File: src/rtl/fw_sprite_pkg.sv
// Shared types and constants for the Fireboy sprite animation path.
//   sprite_sel_t : 4-bit code selecting the sprite ROM / palette pair
//   motion_t     : motion state of the character
//   WALK_FRAMES  : number of images in the walk cycle
//   next_walk_idx: walk-cycle index successor (1 -> 2 -> 3 -> 1)
package fw_sprite_pkg;

    typedef enum logic [3:0] {
        SPR_IDLE   = 4'd0,
        SPR_L1     = 4'd1,
        SPR_L2     = 4'd2,
        SPR_L3     = 4'd3,
        SPR_R1     = 4'd4,
        SPR_R2     = 4'd5,
        SPR_R3     = 4'd6,
        SPR_JUMP_L = 4'd7,
        SPR_JUMP_R = 4'd8
    } sprite_sel_t;

    typedef enum logic [1:0] {
        IDLE   = 2'd0,
        WALK_L = 2'd1,
        WALK_R = 2'd2,
        AIR    = 2'd3
    } motion_t;

    localparam logic [1:0] WALK_FRAMES = 2'd3;

    // Walk index is 1-based, so index 0 never occurs.
    function automatic logic [1:0] next_walk_idx(input logic [1:0] idx);
        return (idx >= WALK_FRAMES) ? 2'd1 : idx + 2'd1;
    endfunction

endpackage

File: src/rtl/anim_step_counter.sv
// Walk-cycle timing: frame counter plus 1-based walk image index.
// Ports:
//   clk, srst    : clock, synchronous active-high reset
//   i_en         : an update happens this cycle
//   i_clear      : on an update, restart the cycle (frame_cnt 0, walk_idx 1)
//   o_idx_next   : walk index that will be held after this cycle
//   o_step_tick  : registered one-cycle pulse when the walk image advanced
module anim_step_counter
    import fw_sprite_pkg::*;
#(
    parameter int FRAMES_PER_STEP = 8
) (
    input  logic       clk,
    input  logic       srst,
    input  logic       i_en,
    input  logic       i_clear,
    output logic [1:0] o_idx_next,
    output logic       o_step_tick
);

    localparam logic [7:0] LAST_FRAME = 8'(FRAMES_PER_STEP - 1);

    logic [7:0] r_frame_cnt;
    logic [7:0] w_cnt_next;
    logic [1:0] r_walk_idx;
    logic [1:0] w_idx_next;
    logic       r_step_tick;
    logic       w_tick_next;

    always_comb begin
        w_cnt_next  = r_frame_cnt;
        w_idx_next  = r_walk_idx;
        w_tick_next = 1'b0;
        if (i_en) begin
            if (i_clear) begin
                w_cnt_next = 8'd0;
                w_idx_next = 2'd1;
            end else if (r_frame_cnt == LAST_FRAME) begin
                w_cnt_next  = 8'd0;
                w_idx_next  = next_walk_idx(r_walk_idx);
                w_tick_next = 1'b1;
            end else begin
                w_cnt_next = r_frame_cnt + 8'd1;
            end
        end
    end

    always_ff @(posedge clk) begin
        if (srst) begin
            r_frame_cnt <= 8'd0;
            r_walk_idx  <= 2'd1;
            r_step_tick <= 1'b0;
        end else begin
            r_frame_cnt <= w_cnt_next;
            r_walk_idx  <= w_idx_next;
            r_step_tick <= w_tick_next;
        end
    end

    assign o_idx_next  = w_idx_next;
    assign o_step_tick = r_step_tick;

endmodule

File: src/rtl/fireboy_anim_ctrl.sv
// Fireboy sprite animation sequencer. Samples movement inputs once per
// frame (frame_start with freeze low), runs the motion FSM and walk
// counter, and registers the sprite-select code so it only changes at
// frame boundaries.
// Ports:
//   Clk, Reset   : clock, synchronous active-high reset
//   frame_start  : one-cycle pulse at vertical blank
//   move_left/right, airborne : level inputs sampled on updates
//   freeze       : suppresses the frame_start pulse it coincides with
//   sprite_sel   : sprite_sel_t code for the ROM/palette mux
//   facing_left  : last horizontal direction (1 = left)
//   step_tick    : one-cycle pulse when the walk image advances
module fireboy_anim_ctrl
    import fw_sprite_pkg::*;
#(
    parameter int FRAMES_PER_STEP = 8
) (
    input  logic       Clk,
    input  logic       Reset,
    input  logic       frame_start,
    input  logic       move_left,
    input  logic       move_right,
    input  logic       airborne,
    input  logic       freeze,
    output logic [3:0] sprite_sel,
    output logic       facing_left,
    output logic       step_tick
);

    motion_t     r_state;
    motion_t     w_state_next;
    logic        r_facing;
    logic        w_facing_next;
    sprite_sel_t r_sprite_sel;
    sprite_sel_t w_sel_next;
    logic        w_update;
    logic        w_dir_l;
    logic        w_dir_r;
    logic        w_clear;
    logic [1:0]  w_idx_next;

    assign w_update = frame_start & ~freeze;
    // Both keys held decodes as no direction.
    assign w_dir_l  = move_left & ~move_right;
    assign w_dir_r  = move_right & ~move_left;

    always_ff @(posedge Clk) begin
        if (Reset) begin
            r_state      <= IDLE;
            r_facing     <= 1'b0;
            r_sprite_sel <= SPR_IDLE;
        end else if (w_update) begin
            r_state      <= w_state_next;
            r_facing     <= w_facing_next;
            r_sprite_sel <= w_sel_next;
        end
    end

    always_comb begin
        w_state_next  = r_state;
        w_facing_next = r_facing;
        if (w_update) begin
            if (w_dir_l) begin
                w_facing_next = 1'b1;
            end else if (w_dir_r) begin
                w_facing_next = 1'b0;
            end
            if (airborne) begin
                w_state_next = AIR;
            end else if (w_dir_l) begin
                w_state_next = WALK_L;
            end else if (w_dir_r) begin
                w_state_next = WALK_R;
            end else begin
                w_state_next = IDLE;
            end
        end
    end

    // The walk cycle only keeps running while we stay in the same walk state.
    assign w_clear = !((w_state_next == r_state) &&
                       ((r_state == WALK_L) || (r_state == WALK_R)));

    anim_step_counter #(
        .FRAMES_PER_STEP(FRAMES_PER_STEP)
    ) u_step_cnt (
        .clk        (Clk),
        .srst       (Reset),
        .i_en       (w_update),
        .i_clear    (w_clear),
        .o_idx_next (w_idx_next),
        .o_step_tick(step_tick)
    );

    // Encode from next-state values so the registered code reflects this update.
    always_comb begin
        w_sel_next = SPR_IDLE;
        case (w_state_next)
            IDLE:    w_sel_next = SPR_IDLE;
            WALK_L:  w_sel_next = sprite_sel_t'({2'b00, w_idx_next});
            WALK_R:  w_sel_next = sprite_sel_t'({2'b00, w_idx_next} + 4'd3);
            AIR:     w_sel_next = w_facing_next ? SPR_JUMP_L : SPR_JUMP_R;
            default: w_sel_next = SPR_IDLE;
        endcase
    end

    assign sprite_sel  = r_sprite_sel;
    assign facing_left = r_facing;

endmodule

File: config.mk
export PLATFORM = sky130hd
export DESIGN_NAME = fireboy_anim_ctrl
export DESIGN_NICKNAME = d
export VERILOG_FILES = /design/src/rtl/fw_sprite_pkg.sv /design/src/rtl/anim_step_counter.sv /design/src/rtl/fireboy_anim_ctrl.sv
export SDC_FILE = /design/constraint.sdc
export NUM_CORES = 1
export LEC_CHECK = 0
export ABC_AREA = 1
export BUFFER_PORTS_ARGS = -buffer_cell sky130_fd_sc_hd__buf_2
export CORE_MARGIN = 10
export CORE_UTILIZATION = 56
export CTS_CLUSTER_SIZE = 24
export DETAILED_ROUTE_END_ITERATION = 8
export PLACE_DENSITY = 0.76
export REMOVE_ABC_BUFFERS = 1
export SKIP_CTS_REPAIR_TIMING = 1
export SLEW_MARGIN = 10
export SYNTH_ARGS = -nofsm -noshare
export SYNTH_HDL_FRONTEND = slang
export SYNTH_SLANG_ARGS = --single-unit
File: constraint.sdc
create_clock -name Clk -period 2.4 [get_ports Clk]
set_clock_uncertainty 0.2 [all_clocks]
set_input_delay 0.12 -clock Clk [delete_from_list [all_inputs] [get_ports Clk]]
set_output_delay 0.12 -clock Clk [all_outputs]
set_load 0.01 [all_outputs]
---- Yosys cells after proc, flatten, opt, wreduce, memory -nomap -nowiden ----
Index checks and enable logic that the tools add are counted.
word-level totals
  logic and storage cells ................. 45
  input bits .............................. 7
  output and inout port bits .............. 6
  register bits ........................... 18
operators by class
  equality and inequality tests ........... 7
  add/sub/neg operators ................... 3
  bitwise logic cells ..................... 8
  reduce and logical (&&, ||, !) cells .... 4
  muxes and demuxes ....................... 16
  order comparisons ....................... 1
operators with widths
  kind                                                             count
  2-bit two-way mux                                                8
  8-bit two-way mux                                                2
  4-bit case mux with 4 select lines                               1
  8-bit by 1-bit adder with 8-bit output, second input constant    1
  8-bit by 3-bit == test with 1-bit output, second input constant  1
  2-bit == test, second input constant                             3
  1-bit inverter                                                   5
  2-bit by 1-bit == test with 1-bit output, second input constant  2
  1-bit two-way mux                                                4
  4-bit two-way mux                                                1
  2-bit by 2-bit adder with 3-bit output, second input constant    1
  1-bit AND                                                        3
  3-bit OR reduction                                               1
  2-bit by 1-bit adder with 2-bit output, second input constant    1
  2-bit == test                                                    1
  2-bit greater-or-equal comparator, second input constant         1
  2-bit logical NOT                                                1
  1-bit logical AND                                                1
  1-bit logical OR                                                 1

---- Logic depth before layout (Yosys ltp) ----
Gate-level depths: netlist (run 1).
  word-level depth ........................ 12
  mapped depth ............................ 16
  mapped depth without buffers ............ 16

---- Modules after synthesis ----
A second synthesis (run 1) with hierarchy kept.
unflattened totals
  cell total of the unflattened synthesis .. 156
  area total of the unflattened synthesis .. 1,063.5 um^2
by module, submodules not included
  module             times used  area an instance (um^2)  cells each  seq. area each (um^2)
  anim_step_counter  1           551.8                    80          220.2
  fireboy_anim_ctrl  1           511.7                    76          140.1

---- Worst setup path before layout (run 1) ----
Ideal clock, no wire load.
  path kind ............................... register -> register
  start point ............................. reg u_step_cnt.r_frame_cnt[0]
  end point ............................... reg r_sprite_sel[1], in the netlist sprite_sel[1]
  required time ........................... 2.131 ns
  period minus slack after synthesis ...... 2.098 ns
  setup time .............................. 0.069 ns
  slack ................................... 0.302 ns
  cell stages (with the launch flop) ...... 15
  buffers on the path ..................... 0
  data arrival time ....................... 1.829 ns
  cell sequence ........................... dfxtp_1 -> ha_1 -> nand3_2 -> nor2_4 -> nand2_1 -> nand2_1 -> nand3_2 -> nand2_1 -> inv_1 -> ha_1 -> o21ai_0 -> inv_1 -> nand2_1 -> nand2_1 -> a21oi_2
on the way
  longest elaborated chain between the ends .. 6
RTL lines
  element                                     RTL line                  text
  from (decl)                                 anim_step_counter.sv:23   logic [7:0] r_frame_cnt;
  from (signal assigned)                      anim_step_counter.sv:54   r_frame_cnt <= w_cnt_next;
  8-bit by 3-bit == test with 1-bit output *  anim_step_counter.sv:38   end else if (r_frame_cnt == LAST_FRAME) begin
  2-bit two-way mux *                         anim_step_counter.sv:38
  2-bit two-way mux *                         anim_step_counter.sv:35   if (i_clear) begin
  2-bit two-way mux *                         anim_step_counter.sv:34   if (i_en) begin
  2-bit by 2-bit adder with 3-bit output      fireboy_anim_ctrl.sv:101  WALK_R: w_sel_next = sprite_sel_t'({2'b00, w_idx_next} + 4'd3);
  4-bit case mux with 4 select lines *        fireboy_anim_ctrl.sv:98   case (w_state_next)
  to (signal assigned)                        fireboy_anim_ctrl.sv:55   r_sprite_sel <= w_sel_next;
  to (decl)                                   fireboy_anim_ctrl.sv:34   sprite_sel_t r_sprite_sel;
Mark *: on every way between the ends. The rest lies on a longest branch, timed or not.
A chain may end at the register's enable or synchronous reset.

---- Worst setup path in the final report (run 1) ----
  start point ............................. reg u_step_cnt.r_frame_cnt[1]
  end point ............................... reg r_sprite_sel[1], in the netlist sprite_sel[1]
Same word-level chain as after synthesis.

==> metrics.cfg, run 1 <==
[clock_network]
cts_buffers=3
root_buffer=clkbuf_4
insertion_delay_ps=290
clk_pin_slew_ps=100
cts_tree=built
max-clock-path-buffers=2
h-tree-depth=1
cts_sinks=18

[critical_path]
worst_ep_required_time_ps=2430
crit_top_cell=nand2_1
crit_buf_inv=2
path_cells=ha_1, nand3_2, nor2_4, nand2_1, nand2_1, nand3_2, nand2_1, inv_1, ha_1, o21ai_0, inv_1, nand2_1, nand2_1, a21oi_2
critPathKind=register to register
reg2reg_depth=14
cp_top_family=simple AND/OR/NAND/NOR gates
cp_max_fo=4
r2r_start=u_step_cnt.r_frame_cnt[1]
arrival_ps=2180
slowest_stage=dfxtp_1
max_stage_delay_ps=370
start_kind=register
endpoint_kind=register
r2r_slack_ps=260
reg2reg_to=sprite_sel[1]

[die]
die_area_um2=4080
initial_core_util=0.604
dieHeight_um=63.9
ios=13
die_w_um=63.9
core.rowCount=15
core_area_um2=1780

[detailed_routing]
wl_per_cell_um=11.8
ant_nets=0
via_count=996
dr.pass1.iters=4
vias_per_cell=5.27
first_iter_violations=45
routed_wl_um=2240
drc_errors=0

[worst_hold_path]
min_to=r_state[0]
holdPathStages=5
hold_class=input pin to register
worstHoldStart=airborne

[sta]
fmax_mhz=467
worst_slack_ps=258
setup_tns_ps=0
tightest_slew_ps=311
setup_viol=0
hold_viol=0
slew_viol_final=0
slew_headroom=0.793
fin_crit_sh=0.892
fin_crit_ps=2140

[placed_design]
port_buffers=12
hpwl_um=1700
dp_slack_ps=179
place_congestion=0.763
dp_cells=183

[synth]
yosysUniqueCellTypes=28
syn_avg_cell_area_um2=7.28
synth-seq-cells=18
synthesis.instances=148
synth_top_area_frac=0.334
synth.area.top_cells=dfxtp_1 33%, nand2_1 14%, nand3_2 8.4%
yosys.area.top_type=dfxtp_1
ys_seq_area_frac=0.334
synth_warnings=0
synthesis.area_um2=1080

[grt]
grt_pass1_vias=986
grt_pass1_wl_um=4060
antenna_found_initial=0
grt_max_degree=14
grt_usage=0.117
overflow=0

[flow_run]
max_cap_violations=0

[finish]
drive_gt1_frac=0.274
finalNonFillerCells=189
diodes=0
area_growth_pct=13.1
fin_nets=175

[status]
status=complete, no violations

[power_and_ir_drop]
powerDensity_nw_per_um2=464
power_uw=566
power_leakage_nw=0.538
vdd_drop_max_mv=0.394

[stage by stage]
step	hold WS [ps]	cell area (um^2)	util
after floorplan	-17.6	1060	-
after global placement	251	1160	0.653
after detailed placement	258	1160	0.653
after CTS	-21.8	1200	0.673
after global routing	61.4	1220	0.684
final	29.3	1220	0.684
[worst max path at each step]
stage	startpoint	to	slack [ps]	depth (start not counted)
after floorplan	u_step_cnt.r_frame_cnt[0]	sprite_sel[1]	290	14
after global placement	u_step_cnt.r_frame_cnt[0]	sprite_sel[1]	240	14
after detailed placement	u_step_cnt.r_frame_cnt[0]	sprite_sel[1]	180	14
after CTS	u_step_cnt.r_frame_cnt[0]	sprite_sel[1]	120	14
after global routing	u_step_cnt.r_frame_cnt[1]	sprite_sel[1]	-30	14
final	u_step_cnt.r_frame_cnt[1]	sprite_sel[1]	260	14
[sequential cells by signal (all words and copies together), names as in the netlist]
| signal | count |
|---|---|
| u_step_cnt.r_walk_idx | 2 |
| facing_left | 1 |
| u_step_cnt.r_frame_cnt | 8 |
| sprite_sel | 4 |
| r_state | 2 |
| u_step_cnt.o_step_tick | 1 |
[cell type report]
| class | count | area (um^2) |
|---|---|---|
| Tap cell | 25 | 31.3 |
| Sequential cell | 18 | 362 |
| Timing Repair Buffer | 15 | 85.1 |
| Clock buffer | 4 | 36.3 |
| Multi-Input combinational cell | 106 | 626 |
| Inverter | 21 | 78.8 |
| Fill cell | 158 | 564 |
[where the power goes]
| group | leakage, nW | switching (mW) | internal, mW |
|---|---|---|---|
| sequential | 0.146 | 0.00294 | 0.305 |
| combinational | 0.370 | 0.0504 | 0.0245 |
| clock | 0.0210 | 0.0906 | 0.0925 |
[routing by layer]
metal  vias to the layer above  global-route usage  wire, um
li1                        506                   -         -
met1                       456               0.140      1010
met2                        29               0.193      1020
met3                         5              0.0348       172
met4                         0              0.0410        38
met5                         -                   0         0
[layout by cell type (no fill, tap or decap), types with 2 or more instances in the layout]
master and n:
buf_4 2, nor2_4 2, inv_2 2, nor2_1 12, inv_1 19, nand2_2 3, a21oi_1 5, clkbuf_4 3
nand3_2 9, nand2_4 3, a21oi_2 4, dfxtp_1 17, nand3_1 7, ha_1 3, buf_2 12, o21ai_0 8
nand2_1 39
[Yosys cell counts, drive strengths merged]
library cell and count:
a21oi 9, nor2 15, buf 2, and3 1, or2 1, nor4 1
nor3 1, clkbuf 1, o22ai 1, nand4 2, inv 21, o21ai 8
nand3 16, o221ai 1, o211a 1, dfxtp 18, nand2 45, xor2 1
ha 3
[cells by family (layout without fill, tap and decap cells)]
family	count (synthesis)	count (layout)	synth area share
AND/OR/NAND/NOR	82	82	0.422
buffers and inverters	24	40	0.0848
AO/OA/AOI/OAI	20	20	0.116
flip-flops	18	18	0.334
adder cells (fa/ha/maj)	3	3	0.0348
XOR/XNOR	1	1	0.00813
[tightest hold or removal path, stage by stage]
cell     delay (ps)
buf_2            70
inv_1            50
nand3_2          90
nand2_4          70
nor2_1           80
No activity file was read; power rests on OpenSTA's default activity.
==> inputs of run 2 (changes only) <==
- ABC_AREA: 1 -> default
- CORE_UTILIZATION: 56 -> 55
==> metrics.cfg, run 2 <==
[status]
status=finished, violations left
violations=negative setup slack

[critical_path]
reg2reg_depth=8
r2r_start=u_step_cnt.r_frame_cnt[4]
worst_ep_required_time_ps=2430
critPathKind=register to register
cp_max_fo=5
r2r_slack_ps=-10
endpoint_kind=register
arrival_ps=2440
start_kind=register
reg2reg_to=sprite_sel[1]

[detailed_routing]
dr.pass1.iters=4
wl_per_cell_um=13.8
vias_per_cell=5.71
ant_nets=0
drc_errors=0
routed_wl_um=2210
first_iter_violations=28
via_count=914

[sta]
fin_crit_ps=2410
fin_crit_sh=1.00
tightest_slew_ps=445
hold_viol=0
whs_ps=13.4
slew_headroom=0.703
worst_slack_ps=-9.69
fmax_mhz=415
setup_viol=1
slew_viol_final=0
rsz0062_at_grt=yes

[finish]
diodes=0
top_register=u_step_cnt.r_frame_cnt
final_common_cell=dfxtp_1
drive_gt1_frac=0.267
largest_reg_flops=8
finalNonFillerCells=160
final_cell_mix=16 x dfxtp_1, 12 x buf_2, 10 x nand2_1
fin_nets=146
area_growth_pct=20.9

[clock_network]
clk_pin_slew_ps=110
root_buffer=clkbuf_4
insertion_delay_ps=300
cts_tree=built
cts_buffers=3
h-tree-depth=1
cts_sinks=18
max-clock-path-buffers=2

[grt]
antenna_found_initial=0
gr-usage-met1=0.152
grt_pass1_vias=818
use_met2=0.189
overflow=0
grt_max_degree=23
use_met3=0.0305
grt_pass1_wl_um=3520
grt.busiest_layer=met2
grt_usage=0.120

[synth]
synth_edf_count=0
synth_top_area_frac=0.372
ys_seq_area_frac=0.372
synthesis.instances=114
yosysUniqueCellTypes=39
synth_warnings=0
yosysMostFrequentCell=dfxtp_1
async_flop_share=0
yosys.area.top_type=dfxtp_1
synth_common_cells=18 x dfxtp_1, 11 x nand2_1, 9 x nor2_1, 9 x o21ai_0, 6 x a21oi_1
synth.area.top_cells=dfxtp_1 37%, o21ai_0 4.6%, nand2_1 4.3%
syn_avg_cell_area_um2=8.51
synth-seq-cells=18
synthesis.area_um2=970
synth_ff_type=dfxtp_1

[worst_hold_path]
worstHoldStart=airborne
hold_class=input pin to register
holdPathStages=3
min_to=r_state[0]

[power_and_ir_drop]
power_uw=565
vdd_drop_max_mv=0.302
powerDensity_nw_per_um2=482
power_leakage_nw=0.479

[die]
core.rowCount=15
die_area_um2=3840
dieHeight_um=62.0
ios=13
core_area_um2=1710
initial_core_util=0.568
die_w_um=62.0

[placed_design]
hpwl_um=1540
dp_cells=151
place_congestion=0.802
port_buffers=12

[flow_run]
max_cap_violations=0

run 2: cell types whose count changed in the layout (fill, tap and decap cells not counted), sizes merged, moves of 4 or more:
cell   change
nor2       -6
nor3       +5
inv       -20
buf        +4
nand3     -12
nand2     -34
run 2: routing by layer:
metal  vias up  part of all wire
met5         -                 0
met2        14              0.45
met3         5             0.030
met1       433              0.50
li1        462                 -
met4         0             0.013
run 2: worst max-delay path, stage by stage, from the launching register on:
cell and delay, ps:
dfxtp_2 350, or4_4 540, nor3_4 240, nor3_1 120, a211oi_2 240, ha_1 270, o211ai_1 150, o21ai_1 80
o21ai_1 150
run 2: layout make-up:
type | count | area [um^2]
multi-input combinational | 91 | 603
timing repair buffer | 21 | 135
inverter | 1 | 3.75
sequential | 18 | 363
tap | 25 | 31.3
fill | 136 | 536
clock buffer | 4 | 36.3
run 2: cells by family after synthesis:
logic type               synth area share
AO/OA/AOI/OAI                       0.206
adder cells (fa/ha/maj)            0.0387
buffers and inverters              0.0193
flip-flops                          0.372
multiplexers                       0.0103
AND/OR/NAND/NOR                     0.354
run 2: worst max path at each step:
stage | startpoint | to | cells after the start
2_1_floorplan | u_step_cnt.r_frame_cnt[3] | sprite_sel[1] | 9
3_3_place_gp | u_step_cnt.r_frame_cnt[3] | sprite_sel[1] | 9
3_5_place_dp | u_step_cnt.r_frame_cnt[3] | sprite_sel[1] | 8
4_1_cts | u_step_cnt.r_frame_cnt[3] | sprite_sel[1] | 8
5_1_grt | u_step_cnt.r_frame_cnt[4] | sprite_sel[1] | 8
6_report | u_step_cnt.r_frame_cnt[4] | sprite_sel[1] | 8
run 2: report_power, final:
part / switching [mW] / internal (mW) / total [mW]
Clock: 0.100 / 0.0925 / 0.193
Sequential: 0.00431 / 0.305 / 0.310
Combinational: 0.0347 / 0.0274 / 0.0621
run 2: through the flow:
stage	utilization	instance area, um^2	TNS, ps	setup slack, ps
3_5_place_dp	0.630	1080	-24.5	-24.5
4_1_cts	0.651	1110	-88.1	-88.1
2_1_floorplan	-	955	0	113
3_3_place_gp	0.630	1080	0	97.6
6_report	0.686	1170	-9.69	-9.69
5_1_grt	0.686	1170	-170	-170
==> inputs of run 3 (changes only) <==
- CORE_ASPECT_RATIO: default -> 0.8
==> metrics.cfg, run 3 (synthesized netlist as in run 2, its figures left out) <==
[clock_network]
max-clock-path-buffers=2
cts_buffers=3
h-tree-depth=1
root_buffer=clkbuf_4
cts_tree=built
clk_pin_slew_ps=100
insertion_delay_ps=290
cts_sinks=18

[die]
die_area_um2=3850
core.rowCount=13
die_w_um=66.9
ios=13
dieHeight_um=57.6
core_area_um2=1640
initial_core_util=0.590

[placed_design]
port_buffers=12
placed_area_um2=1060
hpwl_um=1630
place_congestion=0.902
dp_cells=146

[finish]
fin_util=0.694
design_area_um2=1140
final_common_cell=dfxtp_1
drive_gt1_frac=0.250
n_fill_cell=137
fin_nets=144
top_register=u_step_cnt.r_frame_cnt
finalNonFillerCells=154
final_cell_mix=16 x dfxtp_1, 12 x buf_2, 10 x nand2_1
area_growth_pct=17.5
diodes=0
largest_reg_flops=8

[flow_run]
max_cap_violations=0

[grt]
grt_pass1_vias=871
grt_usage=0.125
overflow=0
antenna_found_initial=0
grt_pass1_wl_um=3870
grt_max_degree=23

[power_and_ir_drop]
vdd_drop_max_mv=0.415
power_frac_seq=0.593
p_sw_frac=0.253
intPower_uw=390
switching_power_uw=132
power_leakage_nw=0.461
pwr-share-clk=0.289
power_frac_comb=0.117
powerDensity_nw_per_um2=459

[detailed_routing]
drc_errors=0
routed_wl_um=2270
dr.pass1.iters=4
via_count=909
wl_per_cell_um=14.7
first_iter_violations=65
ant_nets=0
vias_per_cell=5.90

[critical_path]
start_kind=register
arrival_ps=2480
r2r_slack_ps=-60
worst_ep_required_time_ps=2420
endpoint_kind=register
critPathKind=register to register
cp_max_fo=6

[sta]
setup_viol=1
setup_tns_ps=-62.2
tightest_slew_ps=456
slew_headroom=0.696
rsz0062_at_grt=yes
fin_crit_sh=1.03
whs_ps=-14.9
fin_crit_ps=2460
hold_viol=1
slew_viol_final=0
worst_slack_ps=-62.2
fmax_mhz=406

[status]
status=finished, violations left
violations=negative hold slack, negative setup slack

[worst_hold_path]
hold_class=input pin to register

[run 3: layer usage]
| layer | track usage | wire length (um) | share of wire | vias up |
|---|---|---|---|---|
| met5 | 0 | 0 | 0 | - |
| met4 | 0.0322 | 13 | 0.0057 | 0 |
| met3 | 0.0468 | 163 | 0.072 | 2 |
| met2 | 0.189 | 1070 | 0.47 | 22 |
| met1 | 0.162 | 1030 | 0.45 | 428 |
| li1 | - | - | - | 457 |
[run 3: critical path, cell delays in order, from the launching register on]
cell	delay, ps
dfxtp_2	340
or4_4	550
nor3_4	270
or3_4	180
and2_4	150
nand2_2	40
ha_1	260
o211ai_1	160
o21ai_1	80
o21ai_1	150
[run 3: final cells by class]
class | count | area (um^2) | area share
timing repair buffer | 19 | 120 | 0.105
multi-input combinational | 91 | 603 | 0.529
tap | 22 | 27.5 | 0.0241
inverter | 1 | 3.75 | 0.00329
sequential | 18 | 363 | 0.318
clock buffer | 3 | 22.5 | 0.0198
[run 3: worst paths after layout]
path,start,to,cells after the start
worst max-delay path,u_step_cnt.r_frame_cnt[3],sprite_sel[1],9
worst min-delay path,airborne,r_state[1],3
worst max register to register,u_step_cnt.r_frame_cnt[3],sprite_sel[1],9
worst min register to register,sprite_sel[3],sprite_sel[3],2
[run 3: power by group through the flow]
stage          clock network (mW)  registers (mW)  logic, mW
2_1_floorplan                   0           0.318     0.0290
3_3_place_gp                    0           0.316     0.0549
3_5_place_dp                    0           0.317     0.0562
4_1_cts                     0.157           0.310     0.0564
5_1_grt                     0.170           0.311     0.0688
6_report                    0.151           0.310     0.0614
[run 3: through the flow]
step                      worst slack, ps  power [mW]  hold WS [ps]
after floorplan                       113       0.347         -10.9
after global placement               78.6       0.371           211
after detailed placement            -94.8       0.373           232
after global routing                 -170       0.550          11.2
final                               -62.2       0.523         -14.9
after CTS                            -176       0.524         -91.4
